**config.mk**
```make
export PLATFORM = sky130hd
export DESIGN_NAME = instr_encoder
export DESIGN_NICKNAME = d
export VERILOG_FILES = /design/src/rtl/riscv_defs.sv /design/src/rtl/instr_pack.sv /design/src/rtl/instr_encoder.sv
export SDC_FILE = /design/constraint.sdc
export NUM_CORES = 1
export LEC_CHECK = 0
export ABC_AREA = 1
export CAP_MARGIN = 20
export CELL_PAD_IN_SITES_DETAIL_PLACEMENT = 1
export CELL_PAD_IN_SITES_GLOBAL_PLACEMENT = 1
export CORE_MARGIN = 2
export CORE_UTILIZATION = 28
export DETAILED_ROUTE_END_ITERATION = 8
export HOLD_SLACK_MARGIN = 0.15
export PLACE_DENSITY_LB_ADDON = 0.1
export SYNTH_ARGS = -nofsm -noshare
export SYNTH_HDL_FRONTEND = slang
export SYNTH_HIERARCHICAL = 1
export SYNTH_SLANG_ARGS = --single-unit
export TNS_END_PERCENT = 10
```
**constraint.sdc**
```tcl
create_clock -name clk -period 1.72 [get_ports clk]
set_input_delay 0.344 -clock clk [delete_from_list [all_inputs] [get_ports clk]]
set_output_delay 0.344 -clock clk [all_outputs]
set_load 0.05 [all_outputs]
```
**src/rtl/riscv_defs.sv**
```systemverilog
// Shared RV32I definitions for the instruction encoder: formats, opcodes,
// error codes, FSM encoding and a signed-range helper.
package riscv_defs;

  localparam logic [2:0] FMT_R = 3'd0;
  localparam logic [2:0] FMT_I = 3'd1;
  localparam logic [2:0] FMT_S = 3'd2;
  localparam logic [2:0] FMT_B = 3'd3;
  localparam logic [2:0] FMT_U = 3'd4;
  localparam logic [2:0] FMT_J = 3'd5;

  localparam logic [6:0] OP     = 7'h33;
  localparam logic [6:0] OP_IMM = 7'h13;
  localparam logic [6:0] LOAD   = 7'h03;
  localparam logic [6:0] STORE  = 7'h23;
  localparam logic [6:0] BRANCH = 7'h63;
  localparam logic [6:0] JAL    = 7'h6F;
  localparam logic [6:0] JALR   = 7'h67;
  localparam logic [6:0] LUI    = 7'h37;
  localparam logic [6:0] AUIPC  = 7'h17;

  localparam logic [1:0] ERR_NONE    = 2'b00;
  localparam logic [1:0] ERR_RANGE   = 2'b01;
  localparam logic [1:0] ERR_ALIGN   = 2'b10;
  localparam logic [1:0] ERR_ILLEGAL = 2'b11;

  localparam logic [2:0] ST_IDLE  = 3'd0;
  localparam logic [2:0] ST_RUN   = 3'd1;
  localparam logic [2:0] ST_WRITE = 3'd2;
  localparam logic [2:0] ST_DONE  = 3'd3;
  localparam logic [2:0] ST_ERROR = 3'd4;

  // A value fits in 'bits' signed bits when everything above the sign bit
  // replicates it, i.e. the arithmetic shift leaves all zeros or all ones.
  function automatic logic fits_signed(input logic [31:0] value, input int bits);
    logic signed [31:0] upper;
    upper = $signed(value) >>> (bits - 1);
    return (upper == '0) || (upper == '1);
  endfunction

endpackage

```
**src/rtl/instr_pack.sv**
```systemverilog
// Combinational RV32I packer with immediate range and alignment checks.
module instr_pack
  import riscv_defs::*;
(
  input  logic [2:0]  fmt,
  input  logic [6:0]  opcode,
  input  logic [4:0]  rd,
  input  logic [4:0]  rs1,
  input  logic [4:0]  rs2,
  input  logic [2:0]  func3,
  input  logic [6:0]  func7,
  input  logic [31:0] imm,
  output logic [31:0] word,
  output logic        bad,
  output logic [1:0]  code
);

  logic range_bad;
  logic align_bad;
  logic illegal;

  always_comb begin
    word      = '0;
    range_bad = 1'b0;
    align_bad = 1'b0;
    illegal   = 1'b0;
    case (fmt)
      FMT_R: word = {func7, rs2, rs1, func3, rd, opcode};
      FMT_I: begin
        word      = {imm[11:0], rs1, func3, rd, opcode};
        range_bad = !fits_signed(imm, 12);
      end
      FMT_S: begin
        word      = {imm[11:5], rs2, rs1, func3, imm[4:0], opcode};
        range_bad = !fits_signed(imm, 12);
      end
      FMT_B: begin
        word      = {imm[12], imm[10:5], rs2, rs1, func3, imm[4:1], imm[11], opcode};
        range_bad = !fits_signed(imm, 13);
        align_bad = imm[0];
      end
      FMT_U: begin
        word      = {imm[31:12], rd, opcode};
        align_bad = |imm[11:0];
      end
      FMT_J: begin
        word      = {imm[20], imm[10:1], imm[11], imm[19:12], rd, opcode};
        range_bad = !fits_signed(imm, 21);
        align_bad = imm[0];
      end
      default: illegal = 1'b1;
    endcase
  end

  // Illegal format outranks range, which outranks alignment.
  assign code = illegal   ? ERR_ILLEGAL :
                range_bad ? ERR_RANGE   :
                align_bad ? ERR_ALIGN   : ERR_NONE;
  assign bad  = illegal | range_bad | align_bad;

endmodule

```
**src/rtl/instr_encoder.sv**
```systemverilog
// Accepts decoded instruction bundles, packs them into RV32I words and writes
// them sequentially into instruction memory over a write/ack handshake.
module instr_encoder
  import riscv_defs::*;
#(
  parameter int ADDR_W    = 10,
  parameter int BASE_ADDR = 0
) (
  input  logic              clk,
  input  logic              reset,
  input  logic              start,
  input  logic              in_valid,
  output logic              in_ready,
  input  logic [2:0]        in_fmt,
  input  logic [6:0]        in_opcode,
  input  logic [4:0]        in_rd,
  input  logic [4:0]        in_rs1,
  input  logic [4:0]        in_rs2,
  input  logic [2:0]        in_func3,
  input  logic [6:0]        in_func7,
  input  logic [31:0]       in_imm,
  input  logic              in_last,
  output logic              mem_wen,
  output logic [ADDR_W-1:0] mem_addr,
  output logic [31:0]       mem_wdata,
  input  logic              mem_ack,
  output logic              done,
  output logic              err,
  output logic [1:0]        err_code,
  output logic [ADDR_W:0]   instr_count
);

  localparam logic [ADDR_W-1:0] BASE     = ADDR_W'(BASE_ADDR);
  localparam logic [ADDR_W:0]   CAPACITY = (ADDR_W + 1)'(1) << ADDR_W;

  logic [2:0]  state;
  logic        last_q;
  logic [31:0] packed_word;
  logic        pack_bad;
  logic [1:0]  pack_code;
  logic        full;

  instr_pack u_pack (
    .fmt    (in_fmt),
    .opcode (in_opcode),
    .rd     (in_rd),
    .rs1    (in_rs1),
    .rs2    (in_rs2),
    .func3  (in_func3),
    .func7  (in_func7),
    .imm    (in_imm),
    .word   (packed_word),
    .bad    (pack_bad),
    .code   (pack_code)
  );

  assign full     = (instr_count == CAPACITY);
  assign in_ready = (state == ST_RUN);
  assign mem_wen  = (state == ST_WRITE);
  assign done     = (state == ST_DONE);
  assign err      = (state == ST_ERROR);

  // start overrides everything, including a coincident accept or ack.
  always_ff @(posedge clk or posedge reset) begin
    if (reset) begin
      state       <= ST_IDLE;
      last_q      <= 1'b0;
      mem_wdata   <= '0;
      mem_addr    <= BASE;
      instr_count <= '0;
      err_code    <= ERR_NONE;
    end else if (start) begin
      state       <= ST_RUN;
      last_q      <= 1'b0;
      mem_addr    <= BASE;
      instr_count <= '0;
      err_code    <= ERR_NONE;
    end else begin
      case (state)
        ST_RUN: begin
          if (in_valid) begin
            if (full) begin
              state    <= ST_ERROR;
              err_code <= ERR_ILLEGAL;
            end else if (pack_bad) begin
              state    <= ST_ERROR;
              err_code <= pack_code;
            end else begin
              state     <= ST_WRITE;
              mem_wdata <= packed_word;
              last_q    <= in_last;
            end
          end
        end
        ST_WRITE: begin
          if (mem_ack) begin
            mem_addr    <= mem_addr + ADDR_W'(1);
            instr_count <= instr_count + (ADDR_W + 1)'(1);
            state       <= last_q ? ST_DONE : ST_RUN;
          end
        end
        ST_IDLE, ST_DONE, ST_ERROR: state <= state;
        default: state <= ST_IDLE;
      endcase
    end
  end

endmodule

```
Word-level counts from Yosys, hierarchy flattened

Cells that the tools add are included.
W data, S select, Z words.

Input port bits: 73
Register bits: 59
Output and inout port bits: 59
Word-level logic and storage cells: 87

Eq/ne operators: 18
Reduce and logical (&&, ||, !) cells: 26
Add/subtract/negate cells: 2
Muxes and demuxes: 30
Bitwise logic cells: 5

Operators with widths:

| operator                | count |
|---|---|
| $pmux W32 S6            | 1 |
| $eq A32 B32 Y1 const B  | 3 |
| $logic_not A32 Y1       | 3 |
| $mux W11                | 3 |
| $mux W10                | 3 |
| $mux W2                 | 9 |
| $mux W3                 | 5 |
| $eq A3 B2 Y1 const B    | 4 |
| $reduce_or A12 Y1       | 1 |
| $add A11 B1 Y11 const B | 1 |
| $eq A11 B11 Y1 const B  | 1 |
| $add A10 B1 Y10 const B | 1 |
| $eq A3 B3 Y1 const B    | 3 |
| $pmux W3 S3             | 1 |
| $reduce_bool A2 Y1      | 4 |
| $eq A3 B1 Y1 const B    | 2 |
| $logic_not A3 Y1        | 2 |
| $mux W1                 | 6 |
| $ne A2 B2 Y1 const B    | 3 |
| $reduce_and A3 Y1       | 2 |
| $reduce_or A6 Y1        | 1 |
| $reduce_and A5 Y1       | 1 |
| $reduce_and A4 Y1       | 1 |
| $reduce_or A2 Y1        | 2 |
| 11 further kinds        | 18 |

Logic depth before layout (Yosys ltp)

Gate-level depths: netlist of run 1.

Word-level depth: 11
Depth in mapped cells: 14

Hierarchy

The synthesis of run 1 kept the hierarchy.

By module, submodules not included:

| module        | area an instance (µm²) | instances | cells an instance | sequential area each (µm²) |
|---|---|---|---|---|
| instr_encoder | 3,020.4                | 1         | 391               | 1,476.4 |
| instr_pack    | 890.9                  | 1         | 212               | 0.0 |

Worst setup path after synthesis of run 1

No wires, ideal clock.

Path kind: reg-to-output
From: register state[0]
To: output port done
Cell stages (with the launch flop): 3
Arrival time: 1,519 ps
Slack: -143 ps
Buffers on the path: 0
Path through: dfrtp_1 > inv_1 > nor3_1

Longest elaborated chain between the ends: 1

RTL lines:

| what                   | RTL line             | text |
|---|---|---|
| from (decl)            | instr_encoder.sv:36  | `logic [2:0] state;` |
| from (signal assigned) | instr_encoder.sv:99  | `state <= last_q ? ST_DONE : ST_RUN;` |
| from (signal assigned) | instr_encoder.sv:102 | `ST_IDLE, ST_DONE, ST_ERROR: state <= state;` |
| $eq A3 B2 Y1           | instr_encoder.sv:60  | `assign done = (state == ST_DONE);` |
| to (decl)              | instr_encoder.sv:27  | `output logic done,` |

No other way between the ends.

Worst setup path in the final report of run 1

From: input port in_imm[20]
To: register mem_wdata[13]

Longest elaborated chain between the ends: 8
Elaborated cells between the ends (all ways): 17

RTL lines:

| what                                                | RTL line            | text |
|---|---|---|
| from (decl)                                         | instr_encoder.sv:21 | `input logic [31:0] in_imm,` |
| $eq A32 B32 Y1 or $logic_not A32 Y1 (tied branches) | riscv_defs.sv:38    | `return (upper == '0) \|\| (upper == '1);` |
| $logic_or A1 B1 Y1                                  | riscv_defs.sv:38    |  |
| $logic_not A1 Y1, on equally long branches          | -                   |  |
| $pmux W1 S3 (*)                                     | instr_pack.sv:27    | `case (fmt)` |
| $or A1 B1 Y1 (*) (2 in series)                      | instr_pack.sv:59    | `assign bad = illegal \| range_bad \| align_bad;` |
| net pack_bad                                        | instr_encoder.sv:39 | `logic pack_bad;` |
| $not A1 Y1 (no line) (*)                            | -                   |  |
| $reduce_and A5 Y1 (no line) (*)                     | -                   |  |
| to (signal assigned)                                | instr_encoder.sv:90 | `mem_wdata <= packed_word;` |
| to (decl)                                           | instr_encoder.sv:25 | `output logic [31:0] mem_wdata,` |

Mark *: on every way through the listed nets, which the timed path passes. The rest lies on a longest branch.
A chain may end at the register's enable or synchronous reset.

==> results of run 1 <==
## registers in the layout, indices dropped and copies added, names as in the netlist
register     count
state            3
mem_wdata       32
mem_addr        10
last_q           1
instr_count     11
err_code         2
## area by class of cell
| type | count | area [um2] | area share, % |
|---|---|---|---|
| inverters | 66 | 255.2 | 4.060 |
| clock inverters | 4 | 25.02 | 0.3980 |
| clock buffers | 12 | 256.5 | 4.080 |
| repair buffers | 207 | 1799 | 28.62 |
| flip-flops and latches | 59 | 1476 | 23.48 |
| well taps | 180 | 225.2 | 3.582 |
| multi-input cells | 457 | 2250 | 35.78 |
## worst max-delay path by stage
stage | cells past startpoint | end | startpoint
after detailed placement | 13 | mem_wdata[13] | in_imm[29]
final | 14 | mem_wdata[13] | in_imm[20]
after floorplan | 1 | err_code[0] | reset
after global placement | 15 | mem_wdata[27] | in_imm[23]
after CTS | 16 | mem_wdata[13] | in_imm[23]
after global routing | 16 | mem_wdata[12] | in_imm[23]
## placed cells by master, fill, tap and decap left out, types with 3 or more instances in the layout
cell type,netlist,layout
nor2_4,1,7
o21ai_0,16,16
nand3_2,1,8
nor3_1,11,8
inv_2,4,12
nor3_2,1,3
nand2_1,230,219
buf_12,0,9
clkbuf_16,0,9
nand3_1,49,41
a21oi_1,5,5
buf_6,3,9
inv_1,62,52
dlygate4sd2_1,0,9
o211ai_1,6,6
nand2_2,1,12
nand4_1,50,50
nor2_2,4,22
clkdlybuf4s50_1,0,37
nor2_1,72,48
buf_2,14,15
clkdlybuf4s15_1,0,3
dfrtp_1,59,59
buf_4,2,122
ha_1,3,3
## worst reg2reg max path: stages, from the launching register on
cell and delay (ns):
dfrtp_1 0.39, inv_1 0.10, ha_1 0.17, inv_1 0.04, nor2_1 0.08, nand3_1 0.12, nor2_4 0.15, nor2_4 0.06
buf_6 0.13, buf_6 0.12, nand4_1 0.09, nand2_1 0.07
## power by group through the flow
| stage | registers [W] | logic [W] | clock network (W) |
|---|---|---|---|
| after global placement | 0.00189 | 0.00254 | 0 |
| after detailed placement | 0.00189 | 0.00261 | 0 |
| after CTS | 0.00187 | 0.00267 | 0.00175 |
| final | 0.00187 | 0.00265 | 0.00171 |
| after floorplan | 0.00280 | 0.000606 | 0 |
| after global routing | 0.00190 | 0.00281 | 0.00180 |
## logic make-up after synthesis
group                      share of synthesized area [%]
AOI/OAI and AO/OA                                  4.606
adders and majority gates                         0.9598
buffers and inverters                              9.565
DFF                                                37.75
and+or+nand+nor                                    47.12
## stage by stage
step | hold WS (ns) | cell area [um2]
after floorplan | 0.4420 | 3924
after global placement | 0.4594 | 5807
after detailed placement | 0.4665 | 5807
after CTS | 0.3867 | 6255
after global routing | 0.4143 | 6287
final | 0.3818 | 6287
## routing by layer
metal	wire length, um	track usage (%)	vias to the layer above
met5	0	0	-
met2	8019	38.34	107
li1	-	-	2346
met4	318	7.184	0
met1	6670	25.57	2317
met3	590	4.167	22
## repair_timing
item | 4_1_cts | 5_1_grt
pin swaps | 30 | 32
setup buffers | 8 | 1
gates resized for setup | 137 | 52
cloned | 3 | 0
endpoints found under the setup margin | 39 | 39
==> results.md, run 1 <==
* Status: finished with violations
* Failing checks: negative setup slack
* Reg2Reg Setup Slack at 0.10 ns
* Die Span Y at 122.2 um
* Sink Count at 59
* Die ar. at 14930 um2
* Grt total ovfl at 0
* Top-area cell type share of the netlist area at 37.75%
* Ports at 132
* Crit path buf inv count at 4
* Filler cells at 1836
* CTS Root Cell: clkbuf_16
* Core Rows at 43
* Max Buffers Root-to-Sink at 2
* Total GRT Usage at 21.42%
* Top cells by area, synth: dfrtp_1 (38%), nand2_1 (22%), nand4_1 (8.0%)
* Core area at 13770 um2
* Vias in the first global route at 5102
* Yosys cell types at 27
* Post-DRT Antenna Nets at 0
* Slew Limit Fails at 0
* Cell Count, Final, Fillers Out at 985
* Setup TNS at -0.01553 ns
* Routed WL at 15600 um
* Achievable Freq at 576.2 MHz
* Synth area leader: dfrtp_1
* Peak supply drop at 0.0005565 V
* Worst reg2reg path depth at 11
* Hold Crit Class: input port to async pin
* CTS H-tree lvls at 3
* Clock Latency Late Sink at 0.33 ns
* Post-synth EDFFs at 0
* Hold buffers post-CTS at 0
* Cells after Synth at 603
* Residual DRC at 0
* Fin crit share at 100.9%
* Max-slew headroom at the worst pin at 76.63%
* Worst Tran Pin Value at 0.3493 ns
* Slowest cell on crit path: or2_4
* Mapped Avg Cell Area at 6.486 um2
* Synth async-reset ratio at 100.0%
* CP cell instances: buf_6, or2_4, nor2_2, nand3_2, nand2_2, nor2_4, nor2_4, nand3_4, buf_6, nor2_4, buf_6, buf_6, nand4_1, nand2_1
* Worst r2r dst: mem_wdata[13]
* Clock power frac at 27.5%
* Gpl congestion at 0.8809
* Core Util, Final at 45.65%
* Worst path max stage delay at 0.26 ns
* Syn nets at 679
* Final Worst Setup Slack at -0.01553 ns
* Area grow syn2layout at 60.75%
* CTS tree: yes
* Synthesized cell area at 3911 um2
* First-pass GRT wire length at 25070 um
* DP HPWL at 11860 um
* Startpoint Class: input port
* Pre-CTS WS at -0.7752 ns
* Part of the power in combinational logic at 42.5%
* Initial DRT Pass Iterations at 4
* Drt wl/cell at 15.84 um
* Setup Viol. Count Final at 1
* Crit end category: flip-flop
* Syn. warnings at 6
* Reg clk slew, reported paths at 0.06 ns
* Leak pwr at 3.217 nW
* Drt first-iter violations at 165
* Final Hold Viols at 0
* Seq/Total Area, Yosys at 37.75%
* Clk_skew at 0.006803 ns
* Commonest cells in the netlist: nand2_1 (230), nor2_1 (72), inv_1 (62), dfrtp_1 (59), nand4_1 (50)
* CP arrival at 2.00 ns
* Int Pwr at 0.003598 W
* Diode count at 0
* Worst Path Max Fanout at 5
* Initial core utilization at 28.40%
* Synth Flop Type: dfrtp_1
* Via density at 4.865
* Max-Cap Viols at 0
* Crit path time final at 1.736 ns
* Worst r2r src: instr_count[1]
* Setup CP Type: input port to flip-flop
* Sequential share of power at 30.0%
* Share of cells above drive strength 1 at 30.19%
* PortBufs at 131
* Cell mode on critical path: buf_6
* Flops & latches, synth at 59
* Switching power at 0.002638 W
* Fin nets at 876
* Crit path max-delay family: simple AND/OR/NAND/NOR gates
* CTS Buf Count at 9
* DP Cell Count at 959
* Power Total at 0.006236 W
* Die W at 122.2 um
* Top-count cell post-synth: nand2_1
* Total number of vias at 4792
* RSZ-0062 raised after global routing: yes
* P per Cell Area at 991.9 nW/um2
* Switching Fraction at 42.31%
* Initial antenna violation count at 0
* Largest net degree at the start of global routing at 45
* CP required at 1.99 ns
Power figures use the tool's default switching activity.
==> run 2, diff against run 1 <==
--- a/config.mk
+++ b/config.mk
@@ -9,8 +9,8 @@
 export CAP_MARGIN = 20
 export CELL_PAD_IN_SITES_DETAIL_PLACEMENT = 1
 export CELL_PAD_IN_SITES_GLOBAL_PLACEMENT = 1
-export CORE_MARGIN = 2
 export CORE_UTILIZATION = 28
+export CTS_BUF_LIST = sky130_fd_sc_hd__clkbuf_8 sky130_fd_sc_hd__clkbuf_16
 export DETAILED_ROUTE_END_ITERATION = 8
 export HOLD_SLACK_MARGIN = 0.15
 export PLACE_DENSITY_LB_ADDON = 0.1
==> results.md, run 2 (synthesis results as in run 1) <==
* DP HPWL at 11790 um (-0.56%)
* Leak pwr at 3.460 nW (+7.5%)
* Setup TNS at -1.549 ns (-1.533 ns)
* PortBufs at 131 (unchanged)
* Drt first-iter violations at 271 (+64%)
* Fin crit share at 106.5% (+5.6 points)
* Fin area at 6721 um2 (+6.9%)
* Die Span Y at 120.2 um (-1.6%)
* CTS H-tree lvls at 3 (unchanged)
* CP required at 2.00 ns (about the same)
* Initial DRT Pass Iterations at 4 (unchanged)
* CTS Buf Count at 9 (unchanged)
* Core Rows at 42 (-2.3%)
* Post-DRT Antenna Nets at 0 (unchanged)
* CTS tree: yes
* Reg2Reg Setup Slack at 0.03 ns (-0.07 ns)
* RSZ-0062 raised after global routing: yes
* Residual DRC at 0 (unchanged)
* Reg clk slew, reported paths at 0.06 ns (about the same)
* Placed instance area at 5854 um2 (+0.82%)
* Slew Limit Fails at 0 (unchanged)
* Fin Hold WS at 0.2517 ns (-0.1300 ns)
* CTS Root Cell: clkbuf_16
* Vias in the first global route at 5241 (+2.7%)
* Initial core utilization at 29.07% (+0.68 points)
* Max-Cap Viols at 0 (unchanged)
* Final Worst Setup Slack at -0.1113 ns (-0.09572 ns)
* Worst Tran Pin Value at 0.4032 ns (+0.05397 ns)
* Most frequent cells in the layout: nand2_1 (213), buf_4 (144), dfrtp_1 (59)
* Status: finished with violations
* Gpl congestion at 0.8601 (-2.4%)
* Hold Crit Class: input port to async pin
* Area grow syn2layout at 71.85%
* Clock Latency Late Sink at 0.34 ns (about the same)
* Setup CP Type: input port to flip-flop
* Clk_skew at 0.006922 ns (+0.0001187 ns)
* Drt wl/cell at 16.65 um (+5.2%)
* Initial antenna violation count at 0 (unchanged)
* Total GRT Usage at 23.99% (+2.6 points)
* Worst reg2reg path depth at 11 (unchanged)
* Failing checks: negative setup slack
* Startpoint Class: input port
* Peak supply drop at 0.0005021 V (-9.8%)
* Die W at 120.2 um (-1.6%)
* Achievable Freq at 546.1 MHz (-5.2%)
* Worst r2r dst: mem_wdata[5]
* Grt total ovfl at 0 (unchanged)
* Hold buffers post-CTS at 0 (unchanged)
* Max Buffers Root-to-Sink at 2 (unchanged)
* Largest net degree at the start of global routing at 33 (-27%)
* Fin nets at 906 (+3.4%)
* Max-slew headroom at the worst pin at 72.91% (-3.7 points)
* Most common cell after layout, fill and taps aside: nand2_1
* Total number of vias at 4997 (+4.3%)
* Worst Path Max Fanout at 4 (-1)
* Sink Count at 59 (unchanged)
* Ports at 132 (unchanged)
* First-pass GRT wire length at 26770 um (+6.7%)
* Reg with most FFs: mem_wdata
* Via density at 4.943 (+1.6%)
* Crit path time final at 1.831 ns (+0.09572 ns)
* Core area at 13450 um2 (-2.3%)
* Diode count at 0 (unchanged)
* Worst r2r src: instr_count[0]
* CP arrival at 2.11 ns (+0.11 ns)
* Share of cells above drive strength 1 at 33.05% (+2.9 points)
* Biggest regs: mem_wdata x32, instr_count x11, mem_addr x10
* Crit end category: flip-flop
* Die ar. at 14450 um2 (-3.2%)
* Setup Viol. Count Final at 35 (+34)
* Max reg flops at 32 (unchanged)
* Final Hold Viols at 0 (unchanged)
* Routed WL at 16840 um (+7.9%)
* P per Cell Area at 997.2 nW/um2 (+0.53%)
-- run 2: what timing repair did --
| item | 4_1_cts | 5_1_grt |
|---|---|---|
| setup buffers | 28 | 2 |
| pin swaps | 35 | 36 |
| endpoints found under the setup margin | 38 | 40 |
| cloned | 5 | 0 |
| gates resized for setup | 139 | 68 |
-- run 2: power by group --
| group | total (W) | internal (W) | switching, W | leakage [nW] |
|---|---|---|---|---|
| sequential | 0.00188 | 0.00167 | 0.000207 | 0.787 |
| combinational | 0.00282 | 0.000988 | 0.00183 | 2.52 |
| clock | 0.00201 | 0.00131 | 0.000701 | 0.155 |
| total | 0.00670 | 0.00397 | 0.00274 | 3.46 |
-- run 2: per-layer routing --
layer,routed length (um),up-vias,GRT usage (%)
met5,0,-,0
met4,273,0,7.578
met3,744,19,5.330
met2,8260,120,39.40
met1,7558,2449,31.17
li1,-,2409,-
-- run 2: area by class of cell --
| cell class | instances | area (um2) |
|---|---|---|
| multi-input combinational | 457 | 2275 |
| clock inverter | 6 | 88.84 |
| timing repair buffer | 237 | 2172 |
| tap | 176 | 220.2 |
| sequential | 59 | 1476 |
| inverter | 66 | 250.2 |
| clock buffer | 10 | 239.0 |
| fill | 1753 | 6731 |
-- run 2: stage by stage --
step	setup slack [ns]	cells	power [W]	util, %
2_1_floorplan	-0.08034	603	0.003404	-
3_3_place_gp	-0.6915	962	0.004468	43.52
3_5_place_dp	-0.7898	962	0.004519	43.52
4_1_cts	-0.06401	1009	0.006704	48.77
5_1_grt	-0.2348	1011	0.007010	49.96
6_report	-0.1113	1011	0.006702	49.96
-- run 2: how the worst max path moves through the flow --
stage                     startpoint             to  cells after the start
final                     in_imm[19]    err_code[1]                     16
after global routing      in_imm[19]    err_code[1]                     16
after CTS                 in_imm[21]  mem_wdata[28]                     14
after detailed placement  in_imm[24]  mem_wdata[28]                     14
after global placement    in_imm[25]  mem_wdata[11]                     14
after floorplan                reset    err_code[0]                      1
-- run 2: worst max-delay path, cell delays in order --
cell and delay (ns):
buf_2 0.13, nor2_2 0.14, nand2_1 0.08, nor2_1 0.14, nand3_2 0.11, buf_4 0.15
buf_4 0.12, buf_4 0.12, buf_4 0.12, nand3_2 0.07, nand4_1 0.12, nand2_1 0.11
inv_1 0.06, a21oi_2 0.14, nand2_1 0.07, nand2_1 0.08
